`config.mk`:
```
export PLATFORM = sky130hd
export DESIGN_NAME = io_regfile
export DESIGN_NICKNAME = d
export VERILOG_FILES = /design/src/rtl/io_regfile_pkg.sv /design/src/rtl/io_regfile_pwm_gen.sv /design/src/rtl/io_regfile.sv
export SDC_FILE = /design/constraint.sdc
export NUM_CORES = 2
export LEC_CHECK = 0
export ABC_AREA = 1
export CAP_MARGIN = 20
export CORE_UTILIZATION = 45
export CTS_CLUSTER_DIAMETER = 80
export CTS_CLUSTER_SIZE = 28
export DETAILED_ROUTE_END_ITERATION = 10
export GPL_ROUTABILITY_DRIVEN = 0
export PLACE_DENSITY = 0.65
export SYNTH_ARGS = -nofsm -noshare
export SYNTH_HDL_FRONTEND = slang
export SYNTH_SLANG_ARGS = --single-unit
```
`constraint.sdc`:
```
create_clock -name clock -period 9.6 [get_ports clock]
set_input_delay 2.88 -clock clock [delete_from_list [all_inputs] [get_ports clock]]
set_output_delay 2.88 -clock clock [all_outputs]
set_load 0.005 [all_outputs]
```
`src/rtl/io_regfile_pkg.sv`:
```
// Shared constants for the I/O register file: default register map and status bit layout.
package io_regfile_pkg;

  localparam int DEF_ADC_REG  = 1;
  localparam int DEF_PWM_REG  = 2;
  localparam int DEF_STAT_REG = 8;

  localparam int STAT_READY  = 0;
  localparam int STAT_OVR    = 1;
  localparam int STAT_REST   = 2;
  localparam int STAT_ACTIVE = 3;

endpackage

```
`src/rtl/io_regfile_pwm_gen.sv`:
```
// PWM generator: free-running period counter with a duty shadow that only reloads at the period
// boundary, so a duty change never truncates or stretches the pulse in flight.
module pwm_gen
  import io_regfile_pkg::*;
#(
  parameter int DATA_W     = 32,
  parameter int PWM_PERIOD = 500000
) (
  input  logic              clock,
  input  logic              ctrl_reset_n,
  input  logic [DATA_W-1:0] duty,
  output logic              pwm_out
);

  localparam int CNT_W = (PWM_PERIOD > 1) ? $clog2(PWM_PERIOD) : 1;

  logic [CNT_W-1:0]  cnt_q, cnt_d;
  logic [DATA_W-1:0] shadow_q, shadow_d;
  logic              pwm_q, pwm_d, wrap;

  // pwm_q is computed from next-state values so it always equals (cnt_q < shadow_q).
  always_comb begin
    wrap     = (cnt_q == CNT_W'(PWM_PERIOD - 1));
    cnt_d    = wrap ? '0 : cnt_q + CNT_W'(1);
    shadow_d = wrap ? duty : shadow_q;
    pwm_d    = (DATA_W'(cnt_d) < shadow_d);
  end

  always_ff @(posedge clock) begin
    if (!ctrl_reset_n) begin
      cnt_q    <= '0;
      shadow_q <= '0;
      pwm_q    <= 1'b0;
    end else begin
      cnt_q    <= cnt_d;
      shadow_q <= shadow_d;
      pwm_q    <= pwm_d;
    end
  end

  assign pwm_out = pwm_q;

endmodule

```
`src/rtl/io_regfile.sv`:
```
// Register file merged with memory-mapped I/O: ADC capture with ready/overrun handshake,
// PWM duty register feeding pwm_gen, status register, and write-to-read bypass.
module io_regfile
  import io_regfile_pkg::*;
#(
  parameter int DATA_W     = 32,
  parameter int ADDR_W     = 5,
  parameter int ADC_W      = 8,
  parameter int SAMPLE_DIV = 500,
  parameter int PWM_PERIOD = 500000,
  parameter int ADC_REG    = DEF_ADC_REG,
  parameter int PWM_REG    = DEF_PWM_REG,
  parameter int STAT_REG   = DEF_STAT_REG
) (
  input  logic              clock,
  input  logic              ctrl_reset_n,
  input  logic              ctrl_writeEnable,
  input  logic [ADDR_W-1:0] ctrl_writeReg,
  input  logic [DATA_W-1:0] data_writeReg,
  input  logic [ADDR_W-1:0] ctrl_readRegA,
  input  logic [ADDR_W-1:0] ctrl_readRegB,
  input  logic              ctrl_readAck,
  output logic [DATA_W-1:0] data_readRegA,
  output logic [DATA_W-1:0] data_readRegB,
  input  logic [ADC_W-1:0]  adc_in,
  input  logic              rest,
  input  logic              active,
  output logic              pwm_out
);

  localparam int NREGS = 2 ** ADDR_W;
  localparam int SMP_W = $clog2(SAMPLE_DIV);
  localparam logic [ADDR_W-1:0] ADC_IDX  = ADDR_W'(ADC_REG);
  localparam logic [ADDR_W-1:0] PWM_IDX  = ADDR_W'(PWM_REG);
  localparam logic [ADDR_W-1:0] STAT_IDX = ADDR_W'(STAT_REG);

  logic [DATA_W-1:0] regs_q [NREGS];
  logic [SMP_W-1:0]  smp_cnt_q, smp_cnt_d;
  logic              ready_q, ready_d, ovr_q, ovr_d;
  logic [1:0]        rest_sync_q, active_sync_q;
  logic              capture, w1c_hit, gp_write;
  logic [DATA_W-1:0] stat_word;

  // NOTE: every variable gets a default at the top of always_comb so no path can infer a latch.
  always_comb begin
    stat_word = '0;
    capture   = (smp_cnt_q == SMP_W'(SAMPLE_DIV - 1));
    smp_cnt_d = capture ? '0 : smp_cnt_q + SMP_W'(1);
    w1c_hit   = ctrl_writeEnable && (ctrl_writeReg == STAT_IDX);
    gp_write  = ctrl_writeEnable && (ctrl_writeReg != '0) &&
                (ctrl_writeReg != ADC_IDX) && (ctrl_writeReg != STAT_IDX);

    // Set beats clear for both handshake flags when they land on the same edge.
    ready_d = ready_q;
    if (capture)
      ready_d = 1'b1;
    else if ((ctrl_readAck && ctrl_readRegA == ADC_IDX) || (w1c_hit && data_writeReg[STAT_READY]))
      ready_d = 1'b0;

    ovr_d = ovr_q;
    if (capture && ready_q)
      ovr_d = 1'b1;
    else if (w1c_hit && data_writeReg[STAT_OVR])
      ovr_d = 1'b0;

    stat_word[STAT_READY]  = ready_q;
    stat_word[STAT_OVR]    = ovr_q;
    stat_word[STAT_REST]   = rest_sync_q[1];
    stat_word[STAT_ACTIVE] = active_sync_q[1];
  end

  // NOTE: sequential state uses non-blocking assignments so every flop samples pre-edge values.
  always_ff @(posedge clock) begin
    if (!ctrl_reset_n) begin
      // NOTE: the register array is cleared on reset because software relies on zeroed registers.
      for (int i = 0; i < NREGS; i++) regs_q[i] <= '0;
      smp_cnt_q     <= '0;
      ready_q       <= 1'b0;
      ovr_q         <= 1'b0;
      rest_sync_q   <= '0;
      active_sync_q <= '0;
    end else begin
      smp_cnt_q     <= smp_cnt_d;
      ready_q       <= ready_d;
      ovr_q         <= ovr_d;
      rest_sync_q   <= {rest_sync_q[0], rest};
      active_sync_q <= {active_sync_q[0], active};
      if (gp_write) regs_q[ctrl_writeReg] <= data_writeReg;
      if (capture)  regs_q[ADC_IDX] <= DATA_W'(adc_in);
    end
  end

  // r0, the ADC capture and the status word bypass nothing: they are not plainly writable.
  function automatic logic [DATA_W-1:0] read_port(input logic [ADDR_W-1:0] idx);
    if (idx == '0)                                          return '0;
    else if (idx == ADC_IDX)                                return regs_q[ADC_IDX];
    else if (idx == STAT_IDX)                               return stat_word;
    else if (ctrl_writeEnable && idx == ctrl_writeReg)      return data_writeReg;
    else                                                    return regs_q[idx];
  endfunction

  always_comb begin
    data_readRegA = read_port(ctrl_readRegA);
    data_readRegB = read_port(ctrl_readRegB);
  end

  pwm_gen #(
    .DATA_W    (DATA_W),
    .PWM_PERIOD(PWM_PERIOD)
  ) u_pwm_gen (
    .clock       (clock),
    .ctrl_reset_n(ctrl_reset_n),
    .duty        (regs_q[PWM_IDX]),
    .pwm_out     (pwm_out)
  );

endmodule

```
# After elaboration in Yosys (flattened, before gate mapping)
# Memory sizes are Yosys's and may differ from the RTL's.
# Cells that the tools add are included.
# classes
magnitude_cmp	1
bitwise_logic	2
mux	25
add_sub_neg	2
n_reduce_logical	18
eq_ne	11
# op_table
cell	n
two-way mux 32 bit	11
< comparator 19 x 32 -> 1 bit	1
OR reduction 32 bit	1
adder 19 x 1 -> 19 bit (second input constant)	1
== test 19 bit (second input constant)	1
two-way mux 19 bit	1
== test 5 x 4 -> 1 bit (second input constant)	3
two-way mux 1 bit	12
== test 5 x 1 -> 1 bit (second input constant)	2
== test 5 bit	2
logical AND 1 bit	10
logical NOT 5 bit	2
adder 9 x 1 -> 9 bit (second input constant)	1
== test 9 bit (second input constant)	1
two-way mux 5 bit	1
!= test 5 x 1 -> 1 bit (second input constant)	1
!= test 5 x 4 -> 1 bit (second input constant)	1
nonzero test 5 bit	1
nonzero test 2 bit	2
OR reduction 2 bit	1
logical OR 1 bit	1
inverter 1 bit	1
OR 1 bit	1
# word_totals
input_bits	61
output_inout_bits	65
wordCells	68
register_bits	67
n_memories	1
ram_bits	1024
# memory_table
name	words	width	rd	rd_clocked_by_memory_dff	write_ports	line	rtl
regs_q	32	32	4	0	32	io_regfile.sv:37	logic [DATA_W-1:0] regs_q [NREGS];

# Logic depth before layout (Yosys ltp)
# logic_depth
word_depth	9
ltp_mapped	21
depth_no_buf	21

# Modules after synthesis
# A second synthesis with hierarchy kept.
# hier_totals
cells_unflattened	7844
hier_area_um2	60769.5
# modules_own_cells
mod	area_each_um2	cells_each	seq_area_each_um2	instances
io_regfile	58098.2	7497	31049.8	1
pwm_gen	2671.3	347	1041.0	1

# Worst setup path after synthesis
# Ideal clock, no wire load.
# synth_timing
path_type	input to output
start	in ctrl_readRegA[0]
end	out data_readRegA[20]
t_arrival_ns	4.361
n_path_buf	3
required_time_ns	6.720
cell_stages	11
slack_ns	2.359
cell_sequence	buf_2 -> nor2_2 -> buf_2 -> clkbuf_1 -> a221oi_1 -> or2_2 -> nand4_1 -> nand2_1 -> nand2_1 -> nand2_1 -> a21oi_1
# synth_between
elab_chain_len	6
elab_cells_between_ends	10
classes_between	eq/ne: 3; mux: 4; reduce/logical: 2; memory: 1
# synth_lines
element	line	rtl
start, declared	io_regfile.sv:20	input logic [ADDR_W-1:0] ctrl_readRegA,
branches (longest 5 deep; another with memory (32 x 32 bit))	--	
two-way mux 32 bit (*)	io_regfile.sv:95	if (idx == '0) return '0;
end, declared	io_regfile.sv:23	output logic [DATA_W-1:0] data_readRegA,
# Every way passes the cells marked *.

# Worst setup path after layout
# layout_timing
start	in ctrl_readRegB[3]
end	out data_readRegB[1]
# layout_between
elab_chain_len	6
elab_cells_between_ends	10
classes_between	eq/ne: 3; mux: 4; reduce/logical: 2; memory: 1
# layout_lines
element	line	rtl
start, declared	io_regfile.sv:21	input logic [ADDR_W-1:0] ctrl_readRegB,
branches (longest 5 deep; another with memory (32 x 32 bit))	--	
two-way mux 32 bit (*)	io_regfile.sv:95	
end, declared	io_regfile.sv:24	output logic [DATA_W-1:0] data_readRegB,
# Marks and branches as above.

==> key figures <==
Detailed routing
  • Metal2 WL: 101000 um
  • Initial DRC count: 11200
  • Residual DRC count: 0
  • Met3 routed WL: 42300 um
  • WL final: 249000 um
  • DR vias: 54000
  • Wire per inst: 30.8 um
  • DRT Pass-1 Iters: 8
  • Final ANT Viol Nets: 0
  • Via density per instance: 6.66
  • Wl on met1: 86500 um
  • Highest routing layer actually used: met5

Timing
  • Max-slew violation total from the final report: 0
  • Unrepaired setup endpoints after global routing: false
  • PnR worst setup slack: 0.0862 ns
  • Hold Fails Final Rpt: 0
  • Rel. slew slack: 17.5%
  • Worst Max-Slew Pin Slew: 1.23 ns
  • Endpoints failing setup: 0
  • Final TNS setup: 0 ns
  • Final period util: 99.1%
  • F_max: 0.105 GHz
  • Clock Skews: 0.0278 ns
  • Period minus WS final: 9.51 ns
  • Final hold slack: 0.420 ns

Global routing
  • Global-route usage over all layers: 37.5%
  • Maximum number of pins on one net before global-route repair: 148
  • Vias in the first global route: 50200
  • Global-route wire length before repair: 352000 um
  • Antenna violations before repair: 7
  • Overflow left after global routing: 0

Worst hold path
  • Hold Path Class: flip-flop to flip-flop
  • HP Start: active_sync_q[0]

Finish
  • Final Net Count: 6492
  • Finished Cell Area: 62800 sq um
  • Share of layout cells above drive strength 1: 6.84%
  • Syn-to-layout area delta: 9.56%
  • Most common cell after layout, fill and taps aside: nor2_1
  • Most frequent cells in the layout: nor2_1 (1385), edfxtp_1 (1024), o21ai_0 (709)
  • Layout Cells excl Fill: 8105
  • Core Util, Final: 49.8%

Worst setup path
  • Worst endpoint required time: 6.72 ns
  • Most used cell, CP: nand2_1
  • CP Max Fanout: 42
  • Worst setup startpoint: ctrl_readRegB[3]
  • Crit path DAT: 6.63 ns
  • RR Startpoint: u_pwm_gen.cnt_q[0]
  • Setup crit start kind: input pin
  • Crit path buf inv count: 4
  • Max incr delay on CP: 0.84 ns
  • WS Path Type: input pin to output pin
  • Worst Setup End Kind: output pin
  • Cell family with most CP delay: buffers and inverters
  • Worst-path cell chain: clkdlybuf4s50_1 -> inv_1 -> nor2_4 -> buf_4 -> o21ai_0 -> o2111ai_1 -> nand2_1 -> nand2_1 -> nand2_1 -> a21oi_1 -> clkdlybuf4s50_1
  • CP max stage cell: buf_4

Die
  • IO Pins: 126
  • Row count: 130
  • Starting Density: 45.5%
  • DIE HEIGHT: 359 um
  • Core Area: 126000 sq um
  • Die Width: 359 um
  • Die footprint: 129000 sq um

Synth
  • Post-synthesis instance area: 57300 sq um
  • Synth cell types: 47
  • Sequential fraction of the synthesis area: 56.0%
  • Synthesized instance count: 6475
  • Synth Warn #: 0
  • Synthesized flop and latch total: 1091
  • EDFF count, synth: 1024
  • Post-synth top flop: edfxtp_1
  • FFs w/ async S/R, synth: 0%
  • Synth Area per Inst: 8.85 sq um

CTS
  • Post-cts sizing count: 0
  • Postcts setup bufs: 0
  • CTS buffer count: 51
  • CTS tree: built
  • Root Buffer: clkbuf_16
  • Clock sinks: 1091
  • Clk Latency, worst-skew pair: 0.71 ns
  • Post-cts hold buffer count: 0
  • Clk slew on worst S/H paths: 0.11 ns
  • Max clock buf depth: 3
  • H-tree levels: 2

Placed design
  • I/O Buffers: 125
  • Inst Count DP: 8006
  • HPWL Detailed: 146000 um
  • Pre-CTS setup slack: 0.498 ns
  • Placed cell areas: 61000 sq um

Power
  • Design Power: 10.1 mW
  • Reg power frac: 55.3%
  • Sw power: 3.00 mW
  • Pint: 7.08 mW
  • Sw Share: 29.7%
  • Static leakage: 24.1 nW
  • Combinational power share: 16.3%
  • Clock Power Share: 28.4%
  • VDD IR-drop max: 0.000155 V
  • Cell Pwr Density: 160 nW/um^2

Outcome
  • Status: completed

Job
  • Max Cap Viol: 0
-- routing by layer --
metal	global-route usage [%]	vias to the layer above
li1	-	22300
met1	48.4	25600
met2	52.9	5057
met3	13.3	1082
met4	24.7	8
met5	0	-
-- registers in the layout (all words and copies together) (netlist names) --
signal	cells
regs_q	1024
u_pwm_gen.shadow_q	32
u_pwm_gen.cnt_q	19
smp_cnt_q	9
active_sync_q	2
rest_sync_q	2
ovr_q	1
ready_q	1
u_pwm_gen.pwm_out	1
-- final cells by class --
class / count / area (sq um)
Fill cell: 11600 / 63300
Sequential cell: 1091 / 32100
Multi-Input combinational cell: 4372 / 21400
Timing Repair Buffer: 371 / 3530
Tap cell: 1650 / 2060
Inverter: 524 / 2000
Clock buffer: 64 / 1370
Clock inverter: 26 / 357
Antenna cell: 7 / 17.5
-- path summary, 6_finish.rpt --
| check | cells after the start | end | slack, ns |
|---|---|---|---|
| setup / recovery | 11 | data_readRegB[1] | 0.09 |
| hold / removal | 2 | active_sync_q[1] | 0.42 |
| setup reg to reg | 15 | u_pwm_gen.pwm_out | 5.19 |
| hold reg to reg | 2 | active_sync_q[1] | 0.42 |
-- tightest hold or removal path, delay by kind of cell (launching register included) --
| kind | cells | cell delay [ns] |
|---|---|---|
| flops | 1 | 0.31 |
| buf+inv | 1 | 0.03 |
| simple gates | 1 | 0.05 |
-- Yosys cell counts, types with 2 or more instances --
master | instances | share of area (%)
nand3_1 | 48 | 0.42
a21oi_1 | 639 | 5.6
o22ai_1 | 29 | 0.32
inv_2 | 9 | 0.059
a22oi_1 | 233 | 3.1
buf_2 | 193 | 1.7
clkbuf_1 | 334 | 2.2
nand3b_1 | 3 | 0.039
a22o_1 | 19 | 0.29
dfxtp_1 | 67 | 2.3
o221ai_1 | 152 | 2.3
nor2_2 | 2 | 0.022
o31ai_1 | 4 | 0.052
o21ai_1 | 26 | 0.23
buf_4 | 4 | 0.052
nor3_2 | 4 | 0.070
nor3_1 | 30 | 0.26
clkinv_1 | 2 | 0.013
xor2_1 | 2 | 0.031
o2111ai_1 | 21 | 0.32
a21boi_0 | 3 | 0.039
nor2_1 | 1391 | 9.1
edfxtp_1 | 1024 | 54
or2_2 | 27 | 0.29
buf_1 | 43 | 0.28
o21ai_0 | 709 | 6.2
nand4_1 | 85 | 0.93
nor4_1 | 5 | 0.055
o211ai_1 | 2 | 0.026
nand2_1 | 734 | 4.8
a221oi_1 | 56 | 0.86
inv_1 | 513 | 3.4
mux2i_1 | 15 | 0.26
a211oi_1 | 15 | 0.20
ha_1 | 20 | 0.44
-- power by group through the flow --
stage          clock network (mW)  registers, mW  logic [mW]
4_1_cts                      2.84           5.56        1.55
3_5_place_dp                    0           5.67        1.54
6_report                     2.86           5.57        1.64
3_3_place_gp                    0           5.66        1.53
5_1_grt                      2.98           5.59        1.69
2_1_floorplan                   0           5.63       0.817
-- kinds of logic (layout without fill, tap and decap cells) --
| group | Yosys count | in the layout | share of synthesized area (%) |
|---|---|---|---|
| simple gates | 2331 | 2331 | 16.0 |
| compound gates | 1915 | 1915 | 19.6 |
| buf+inv | 1099 | 985 | 7.66 |
| flops | 1091 | 1091 | 56.0 |
| fa+ha+maj | 20 | 20 | 0.437 |
| mux | 15 | 15 | 0.262 |
| xor+xnor | 3 | 3 | 0.0458 |
| other cells | 1 | 95 | 0.00654 |
No activity file was read; power rests on OpenSTA's default activity.
